==> src/rtl/demux_1_4_buf.sv <==
// demux_1_4_buf: buffered 1-to-4 demultiplexer.
// One producer feeds four single-entry lanes. Each lane is a two-state
// EMPTY/FULL machine; y_valid is the direct view of that state.
// An accepted word lands in the selected lane one clock later, and a count
// of accepted words is kept.
// Optional feature: define DEMUX_BROADCAST_EN to add the bcast input. With
// bcast high, one word is written to all four lanes at once.
module demux_1_4_buf #(
  parameter int WIDTH = 24,
  parameter int CNT_W = 16
) (
  input  logic             clk,
  input  logic             rst,
  input  logic             enb,
  input  logic [WIDTH-1:0] a,
  input  logic [1:0]       sel,
  input  logic             a_valid,
  output logic             a_ready,
`ifdef DEMUX_BROADCAST_EN
  input  logic             bcast,
`endif
  output logic [WIDTH-1:0] y0,
  output logic [WIDTH-1:0] y1,
  output logic [WIDTH-1:0] y2,
  output logic [WIDTH-1:0] y3,
  output logic [3:0]       y_valid,
  input  logic [3:0]       y_ready,
  output logic [CNT_W-1:0] xfer_cnt
);

  // Handshake: a word moves across an interface on a clock edge only when
  // valid and ready are both high in the cycle before that edge. On the input
  // side, a_ready depends on enb, sel, lane state and y_ready, but never on
  // a_valid. A lane's consumer may take the word while the same lane is being
  // refilled. This lets each lane move one word per clock.

  typedef enum logic {
    LANE_EMPTY = 1'b0,
    LANE_FULL  = 1'b1
  } lane_state_t;

  lane_state_t      lane_state_q [4];
  lane_state_t      lane_state_d [4];
  logic [WIDTH-1:0] lane_data_q  [4];

  logic [3:0] lane_free;
  logic [3:0] lane_drain;
  logic [3:0] lane_load;
  logic       bcast_mode;
  logic       accept;

`ifdef DEMUX_BROADCAST_EN
  assign bcast_mode = bcast;
`else
  assign bcast_mode = 1'b0;
`endif

  // Per-lane status: a lane is free when it is empty or its word is leaving now.
  always_comb begin
    lane_free  = '0;
    lane_drain = '0;
    y_valid    = '0;
    for (int i = 0; i < 4; i++) begin
      y_valid[i]    = (lane_state_q[i] == LANE_FULL);
      lane_drain[i] = (lane_state_q[i] == LANE_FULL) & y_ready[i];
      lane_free[i]  = (lane_state_q[i] == LANE_EMPTY) | y_ready[i];
    end
  end

  // Input handshake and lane write enables. Broadcast needs every lane free.
  always_comb begin
    a_ready   = 1'b0;
    accept    = 1'b0;
    lane_load = '0;
    if (bcast_mode) begin
      a_ready = enb & (&lane_free);
    end else begin
      a_ready = enb & lane_free[sel];
    end
    accept = a_valid & a_ready;
    if (accept) begin
      if (bcast_mode) begin
        lane_load = 4'b1111;
      end else begin
        lane_load[sel] = 1'b1;
      end
    end
  end

  // Lane next state: a refill wins over a drain, so a lane stays FULL when
  // both happen in the same cycle.
  always_comb begin
    for (int i = 0; i < 4; i++) begin
      lane_state_d[i] = lane_state_q[i];
      if (lane_load[i]) begin
        lane_state_d[i] = LANE_FULL;
      end else if (lane_drain[i]) begin
        lane_state_d[i] = LANE_EMPTY;
      end
    end
  end

  // Lane state register; reset discards any buffered words.
  always_ff @(posedge clk) begin
    for (int i = 0; i < 4; i++) begin
      if (rst) begin
        lane_state_q[i] <= LANE_EMPTY;
      end else begin
        lane_state_q[i] <= lane_state_d[i];
      end
    end
  end

  // Lane data registers. They load only when a word is written, and keep
  // their last value after the lane drains.
  always_ff @(posedge clk) begin
    for (int i = 0; i < 4; i++) begin
      if (rst) begin
        lane_data_q[i] <= '0;
      end else if (lane_load[i]) begin
        lane_data_q[i] <= a;
      end
    end
  end

  // Accepted-word counter; a broadcast counts as one word and the count wraps silently.
  always_ff @(posedge clk) begin
    if (rst) begin
      xfer_cnt <= '0;
    end else if (accept) begin
      xfer_cnt <= xfer_cnt + CNT_W'(1);
    end
  end

  assign y0 = lane_data_q[0];
  assign y1 = lane_data_q[1];
  assign y2 = lane_data_q[2];
  assign y3 = lane_data_q[3];

endmodule

==> config.mk <==
export PLATFORM = sky130hd
export DESIGN_NAME = demux_1_4_buf
export DESIGN_NICKNAME = d
export VERILOG_FILES = /design/src/rtl/demux_1_4_buf.sv
export SDC_FILE = /design/constraint.sdc
export NUM_CORES = 1
export LEC_CHECK = 0
export ABC_AREA = 1
export CAP_MARGIN = 20
export CORE_AREA = 2 2 110 112
export CTS_CLUSTER_DIAMETER = 200
export DETAILED_ROUTE_END_ITERATION = 10
export DIE_AREA = 0 0 112 114
export PLACE_DENSITY_LB_ADDON = 0.2
export RECOVER_POWER = 25
export SYNTH_ARGS = -nofsm -noshare
export SYNTH_HDL_FRONTEND = slang
export SYNTH_SLANG_ARGS = --single-unit
==> constraint.sdc <==
create_clock -name clk -period 3.7 [get_ports clk]
set_input_delay 0.74 -clock clk [delete_from_list [all_inputs] [get_ports clk]]
set_output_delay 0.74 -clock clk [all_outputs]
set_load 0.05 [all_outputs]
==> results.txt <==
Final Skew - 0.00759 ns
global-route wire length before repair - 18200 um
Final nets - 626
Final HPWL DP - 8010 um
wl on met1 - 4800 um
CTS Hold Buffers Added - 0
Peak VDD IR - 323 uV
initial core utilization - 39.6%
H-tree Lvls - 4
FP Rows - 40
Seq pwr share - 42.8%
Distinct cells, synth - 23
Total GRT Usage - 18.5%
placed cell count - 719
Port Buffers - 150
worst min path class - flip-flop to flip-flop
Final Instance Area - 0.00686 mm2
final wirelength - 11300 um
DRT Pass-1 Iters - 5
Fin. Hold Viols - 0
pin count of the biggest net entering global routing - 26
sw power - 0.000900 W
via count - 3538
Least-Margin Pin Slew - 0.613 ns
Die Y-Extent - 114 um
Total Power - 0.00349 W
unrepaired setup endpoints after global routing - false
fmax - 336 MHz
P per Cell Area - 509 mW/mm2
min cycle time layout - 2.98 ns
CTS clock-pin slew for the worst setup and hold paths - 0.06 ns
Final Wtd Congestion - 0.803
post-CTS setup buffer count - 0
headroom to the max-slew limit - 59.0%
Final Slew Violations - 0
setup tns final - 0 ns
status - finished, final reports clean
total CTS buffers - 17
Synth Instances - 431
total core area - 0.0117 mm2
number of max-cap violations - 0
aggregate global routing overflow - 0
clock network fraction of total power - 44.8%
CTS Sinks - 116
Cell Int Power - 0.00259 W
filler-free cell count of the finished design - 751
sw frac - 25.8%
Top Ports - 151
PostCTS Resize Cnt - 0
Crit Path Max Fanout - 25
Mapped Nets - 466
combinational share of power - 12.4%
met3 wire length - 871 um
DR WL met2 - 5530 um
DIE WIDTH - 112 um
die area - 0.0128 mm2
number of global-route vias before repair - 3561
Critical Path AT - 3.21 ns
DR top layer - met4
Mean Syn Cell Area - 10.8 um2
Longest Clk Path Bufs - 2
Vias/cell - 4.71
Setup violations, final - 0
clk root buf - clkbuf_16
Synth Cell Area - 0.00464 mm2
Seq cells post-synth - 116
n_diodes - 0
Final period util - 80.4%
Critical Path RT - 3.93 ns
Worst setup EP type - flip-flop
Yosys warnings - 0
initial antenna violation count - 0
number of DRC markers in iteration 0 - 241
CTS tree - done
routed len/inst - 15.1 um
Leak - 2.74 nW
Detail Route Antenna Nets - 0
synthesis-to-finish area growth - 47.8%
layout cells sized above 1 - 7.78%
placed cell area - 0.00629 mm2
Worst-Skew Late Latency - 0.40 ns
critical path type - primary input to flip-flop
sequential share of the synthesized area - 70.7%
critical path startpoint category - primary input
DRC Markers - 0
## path summary, 6_finish.rpt
path                                   start                               end  slack [ns]  cells past startpoint
setup reg to reg  lane_state_q[1]$_SDFF_PP0_  lane_data_q[3][16]$_SDFFCE_PN0P_        1.42                      9
hold reg to reg   lane_state_q[3]$_SDFF_PP0_        lane_state_q[3]$_SDFF_PP0_        0.49                      2
hold / removal    lane_state_q[3]$_SDFF_PP0_        lane_state_q[3]$_SDFF_PP0_        0.49                      2
setup / recovery                      sel[0]  lane_data_q[3][16]$_SDFFCE_PN0P_        0.72                     10
## cells by family (layout without fill, tap and decap cells)
family	Yosys count	count (layout)	synth area share, %
AO/OA/AOI/OAI	21	21	2.26
adder cells (fa/ha/maj)	1	1	0.269
XOR/XNOR	3	3	0.566
flip-flops	116	116	70.7
buffers and inverters	61	234	5.85
AND/OR/NAND/NOR	229	229	20.3
## through the flow
| step | setup slack, ns | hold WS, ns | utilization (%) |
|---|---|---|---|
| CTS | 0.844 | 0.489 | 58.7 |
| global placement | 0.770 | 0.481 | 53.7 |
| detailed placement | 0.732 | 0.478 | 53.7 |
| finish | 0.724 | 0.486 | 58.6 |
| global route | 0.502 | 0.528 | 58.6 |
| floorplan | 0.432 | 0.461 | - |
## metal layers
layer	track usage [%]	vias to the layer above
li1	-	1729
met1	23.6	1649
met2	30.5	152
met3	5.53	8
met4	6.26	0
met5	0	-
## power groups by stage
stage | clock network, W | logic, W | registers [W]
3_5_place_dp | 0 | 0.000447 | 0.00152
3_3_place_gp | 0 | 0.000444 | 0.00152
6_report | 0.00157 | 0.000431 | 0.00149
5_1_grt | 0.00166 | 0.000450 | 0.00150
2_1_floorplan | 0 | 0.0000695 | 0.00172
4_1_cts | 0.00159 | 0.000448 | 0.00150
## final cells by class
cell class / instances / area [um2]
Tap cell: 147 / 184
Sequential cell: 116 / 3280
Inverter: 43 / 161
Timing Repair Buffer: 159 / 1570
Clock inverter: 15 / 158
Fill cell: 1003 / 4850
Multi-Input combinational cell: 254 / 1080
Clock buffer: 17 / 425
## Yosys cell counts
cell type / count / area [um2]
nand4_1: 6 / 37.5
nor2_1: 117 / 439
a21oi_1: 16 / 80.1
buf_4: 4 / 30.0
nand3b_1: 2 / 15.0
buf_2: 10 / 50.1
xor2_1: 1 / 8.76
dfxtp_1: 20 / 400
nand3_1: 18 / 90.1
o21ai_0: 5 / 25.0
ha_1: 1 / 12.5
nand2_2: 1 / 6.26
clkbuf_1: 2 / 7.51
nand2_1: 80 / 300
buf_6: 2 / 22.5
nor2_4: 1 / 11.3
inv_1: 43 / 161
edfxtp_1: 96 / 2880
nand3_2: 1 / 10.0
nor2_2: 1 / 6.26
xnor2_1: 2 / 17.5
nor3_4: 1 / 16.3
nand2_4: 1 / 11.3
## sequential cells by signal (all words and copies together) (netlist names)
signal,cells
lane_data_q,96
xfer_cnt,16
lane_state_q,4
## critical path, cell delays in order
cell and delay, ns:
dlygate4sd3_1 0.60, inv_1 0.08, nor2_1 0.06, nand2_1 0.07, nand2_1 0.14, nor2_4 0.25, nand2_1 0.42, nor2_1 0.27
nand2_2 0.36, nor2_1 0.22
## layout by cell type, fill, tap and decap left out
cell / count
nor2_1: 117
edfxtp_1: 96
clkdlybuf4s50_1: 84
nand2_1: 81
dlygate4sd3_1: 65
inv_1: 43
dfxtp_1: 20
nand3_1: 18
clkbuf_16: 17
a21oi_1: 16
buf_4: 10
nand4_1: 6
clkinv_4: 5
o21ai_0: 4
clkinvlp_4: 3
nand3b_1: 2
xnor2_1: 2
clkinv_2: 2
inv_6: 2
bufinv_16: 2
nand3_2: 1
nor2_4: 1
nor3_4: 1
o21ai_2: 1
nand2_2: 1
nor2_2: 1
xor2_1: 1
ha_1: 1
clkinv_1: 1
Note: power is estimated with default switching activity, not from simulation.
==> RTL change 1: new RTL, same flow settings <==
Change the parameter `WIDTH` from 24 to 12.
--- a/src/rtl/demux_1_4_buf.sv
+++ b/src/rtl/demux_1_4_buf.sv
@@ -7,5 +7,5 @@
 // bcast high, one word is written to all four lanes at once.
 module demux_1_4_buf #(
-  parameter int WIDTH = 24,
+  parameter int WIDTH = 12,
   parameter int CNT_W = 16
 ) (
Ports: changed (5 resized); port bits go from 151 to 91. No check against the original RTL was run, so the function may have changed too.
==> RTL change 1 against the original RTL <==
First-iteration DRC count down 43%; worst setup slack better by 0.040 ns; via count shrank 32%; routed wire length shrank 31%; sequential share of layout area decreased by 5.0 points; area after synthesis fell by 36%; sequential power fell by 42%; power down 43%; register-to-register slack better by 0.12 ns; sequential cell count decreased by 48; cell area down 37%; critical path type is now primary input to primary output; largest power group unchanged.
==> RTL change 1: results (changes against the original RTL) <==
outcome finished clean; Place WS 0.642 ns (-0.0892 ns); port buffer count 90 (-40%); VDD IR max 229 uV (-29%); vias in the first global route 2322 (-35%); Post-synth EDFFs 48 (-50%); first-pass GRT wire length 12.3 mm (-33%); Finished Layout Cells 561 (-25%); DR vias/cell 4.29 (-9.0%); crit path DAT 2.20 ns (-1.01 ns); Worst Clk Skew 0.00701 ns (-0.000580 ns); WL per Instance 14.0 um (-7.3%); Syn Nets 342 (-27%); Mapped Cells 319 (-26%); FF-to-FF Start lane_state_q[0]$_SDFF_PP0_; layout cells sized above 1 0.0821 (+0.00431); top flop regs lane_data_q: 48 flops, xfer_cnt: 16 flops, lane_state_q: 4 flops; initial drt markers 138 (-43%); GRT Resource Usage Total 0.126 (-0.0593); LEAKAGE 1.66 nW (-39%); leading post-synthesis cells by cell area edfxtp_1 48%, dfxtp_1 13%, nand2_1 9.9%; hold_sp xfer_cnt[15]$_SDFFE_PP0P_; H-tree levels 3 (-1); Post-Synth Adder-Cell Area 0.00419 (+0.00150); Filler Cells Inserted 1235 (+23%); Inst Count DP 545 (-24%); Max FO, Critical Path 9 (-64%); HPWL after DPL 5.74 mm (-28%); xor and xnor area share after synthesis 0.00880 (+0.00314); CTS Buf Count 9 (-8); Nets 432 (-31%); distinct cell type count after synthesis 23 (unchanged); top post-synthesis cells by count 79 x nand2_1, 60 x nor2_1, 48 x edfxtp_1, 31 x inv_1, 20 x dfxtp_1; placed inst area 4000 um2 (-36%); Synth Area in Compound Gates 0.0352 (+0.0126)
-- RTL change 1: power breakdown --
part	internal [mW]	leakage, nW	switching [mW]	total (mW)
Clock	0.532	0.147	0.349	0.881
Combinational	0.0700	0.861	0.174	0.244
Sequential	0.845	0.653	0.0120	0.857
Total	1.45	1.66	0.534	1.98
-- RTL change 1: worst max-delay path, cell delays in order --
cell	delay, ns
dlygate4sd3_1	0.63
inv_1	0.06
nor2_1	0.16
nand2_1	0.07
nand2_1	0.22
nor2_8	0.10
buf_4	0.20
-- RTL change 1: final timing paths --
| path | cells past startpoint | slack [ns] | end |
|---|---|---|---|
| worst min-delay path | 2 | 0.51 | xfer_cnt[15]$_SDFFE_PP0P_ |
| worst max register to register | 8 | 1.54 | lane_data_q[3][5]$_SDFFCE_PN0P_ |
| worst max-delay path | 7 | 0.76 | a_ready |
| worst min register to register | 2 | 0.51 | xfer_cnt[15]$_SDFFE_PP0P_ |
-- RTL change 1: layout make-up --
cell class	instances	area, um2	share of cell area
tap	147	184	0.0428
clock buffer	9	225	0.0524
multi-input combinational	206	931	0.216
inverter	31	116	0.0271
timing repair buffer	93	921	0.214
clock inverter	7	81.3	0.0189
sequential	68	1840	0.428
-- RTL change 1: layer usage --
| metal | routed length (um) | part of all wire | vias up | GRT usage |
|---|---|---|---|---|
| met3 | 458 | 0.058 | 10 | 0.0324 |
| li1 | - | - | 1210 | - |
| met5 | 0 | 0 | - | 0 |
| met4 | 140 | 0.018 | 0 | 0.0561 |
| met1 | 3560 | 0.45 | 1104 | 0.158 |
| met2 | 3700 | 0.47 | 80 | 0.205 |
==> RTL change 2: new RTL, config.mk and constraints unchanged <==
Without the edit above. Put one more register stage on the output `xfer_cnt`, without a reset. The value now appears one clock later. The other outputs are not delayed to match.
--- a/src/rtl/demux_1_4_buf.sv
+++ b/src/rtl/demux_1_4_buf.sv
@@ -39,4 +39,6 @@
     LANE_FULL  = 1'b1
   } lane_state_t;
+
+  logic [CNT_W-1:0] xfer_cnt_s0;
 
   lane_state_t      lane_state_q [4];
@@ -127,7 +129,7 @@
   always_ff @(posedge clk) begin
     if (rst) begin
-      xfer_cnt <= '0;
+      xfer_cnt_s0 <= '0;
     end else if (accept) begin
-      xfer_cnt <= xfer_cnt + CNT_W'(1);
+      xfer_cnt_s0 <= xfer_cnt_s0 + CNT_W'(1);
     end
   end
@@ -138,4 +140,8 @@
   assign y3 = lane_data_q[3];
 
+  always_ff @(posedge clk) begin
+    xfer_cnt <= xfer_cnt_s0;
+  end
+
 endmodule
 
Function: changed (Yosys sat finds a counterexample within 4 cycles, from zero or initial values and one cycle with rst high).
==> RTL change 2 against the original RTL <==
Power rose by 12%; sequential cell count rose by 16; area after synthesis rose by 6.9%; combinational power rose by 2%; routed wire length rose by 6.1%; worst setup slack got worse by 0.23 ns; first-iteration DRC count fell by 16%; cell area rose by 5.4%; die area did not move; global-route usage rose by 0.53 points; critical endpoint is now a_ready; largest cell class unchanged.
==> RTL change 2: results (changes against the original RTL) <==
CP max stage delay 0.56 ns (-0.04 ns); Max FO, Critical Path 9 (-64%); Nets 642 (+2.6%); worst reg-to-reg path cell count 9 (unchanged); relative slew slack 0.541 (-0.0497); mux contribution to synthesized area 0 (unchanged); met1 WL 4.87 mm (+1.5%); DRT Wirelength 12.0 mm (+6.1%); routability cong. 0.833 (+3.6%); top post-synthesis cells by count 118 x nor2_1, 96 x edfxtp_1, 81 x nand2_1, 43 x inv_1, 36 x dfxtp_1; LEAKAGE 2.91 nW (+6.1%); Crit Reg-Reg Endpoint lane_data_q[3][14]$_SDFFCE_PN0P_; Hold Path Stages 0 (-2); Max Buffers Root-to-Sink 2 (unchanged); Crit-path slowest cell clkdlybuf4s50_1; vias in the first global route 3505 (-1.6%); Post-synth EDFFs 96 (unchanged); Place WS 0.693 ns (-0.0388 ns); HPWL after DPL 8.25 mm (+2.9%); Syn Nets 483 (+3.6%); Post-CTS Setup Inserts 0 (unchanged); crit path DAT 2.47 ns (-0.74 ns); Seq/Total Area, Yosys 0.726 (+0.0187); Post-Synth Adder-Cell Area 0.00252 (-0.000175); GRT Resource Usage Total 0.190 (+0.00529); reg2reg setup slack 1.39 ns (-0.03 ns); crit path to a_ready; outcome finished clean; xor and xnor area share after synthesis 0.00529 (-0.000367); leading post-synthesis cells by cell area edfxtp_1 58%, dfxtp_1 15%, nor2_1 8.9%; layout cells sized above 1 0.0710 (-0.00685); Hold EP xfer_cnt[1]$_DFF_P_; hold_sp xfer_cnt_s0[1]$_SDFFE_PP0P_; metal2 WL 6.21 mm (+12%); Hold Crit Class flip-flop to flip-flop; port buffer count 150 (unchanged); WL met3 822 um (-5.6%); met2 usage 0.337 (+0.0327); VDD IR max 291 uV (-10%); distinct cell type count after synthesis 22 (-4.3%); FF-to-FF Start lane_state_q[0]$_SDFF_PP0_; initial drt markers 202 (-16%); Synth Area in Compound Gates 0.0222 (-0.000458); placed inst area 6600 um2 (+5.0%); Filler Cells Inserted 965 (-3.8%); top flop regs lane_data_q: 96 flops, xfer_cnt: 16 flops, xfer_cnt_s0: 16 flops; Worst Clk Skew 0.0108 ns (+0.00319 ns); first-pass GRT wire length 18.3 mm (+0.53%); critical path's top delay family buffers and inverters; PostCTS Resize Cnt 0 (unchanged); M3 GR Usage 0.0643 (+0.00903); via count 3627 (+2.5%); met1 Usage GRT 0.220 (-0.0165); warnings from Yosys 0 (unchanged)
RTL change 2: layout make-up:
type | count | area share
sequential | 132 | 0.498
timing repair buffer | 158 | 0.216
multi-input combinational | 255 | 0.150
clock buffer | 18 | 0.0594
clock inverter | 14 | 0.0287
tap | 147 | 0.0254
inverter | 43 | 0.0223
RTL change 2: metrics by stage:
| step | hold slack (ns) | utilization | cells |
|---|---|---|---|
| floorplan | 0.360 | - | 448 |
| global placement | 0.400 | 0.564 | 735 |
| detailed placement | 0.398 | 0.564 | 735 |
| CTS | 0.406 | 0.618 | 767 |
| global route | 0.416 | 0.617 | 767 |
| finish | 0.406 | 0.617 | 767 |
RTL change 2: power by group:
| group | internal [mW] | switching (mW) | leakage [nW] |
|---|---|---|---|
| Sequential | 1.65 | 0.0203 | 1.27 |
| Clock | 1.19 | 0.600 | 0.302 |
| Combinational | 0.128 | 0.310 | 1.33 |
| Total | 2.97 | 0.930 | 2.91 |
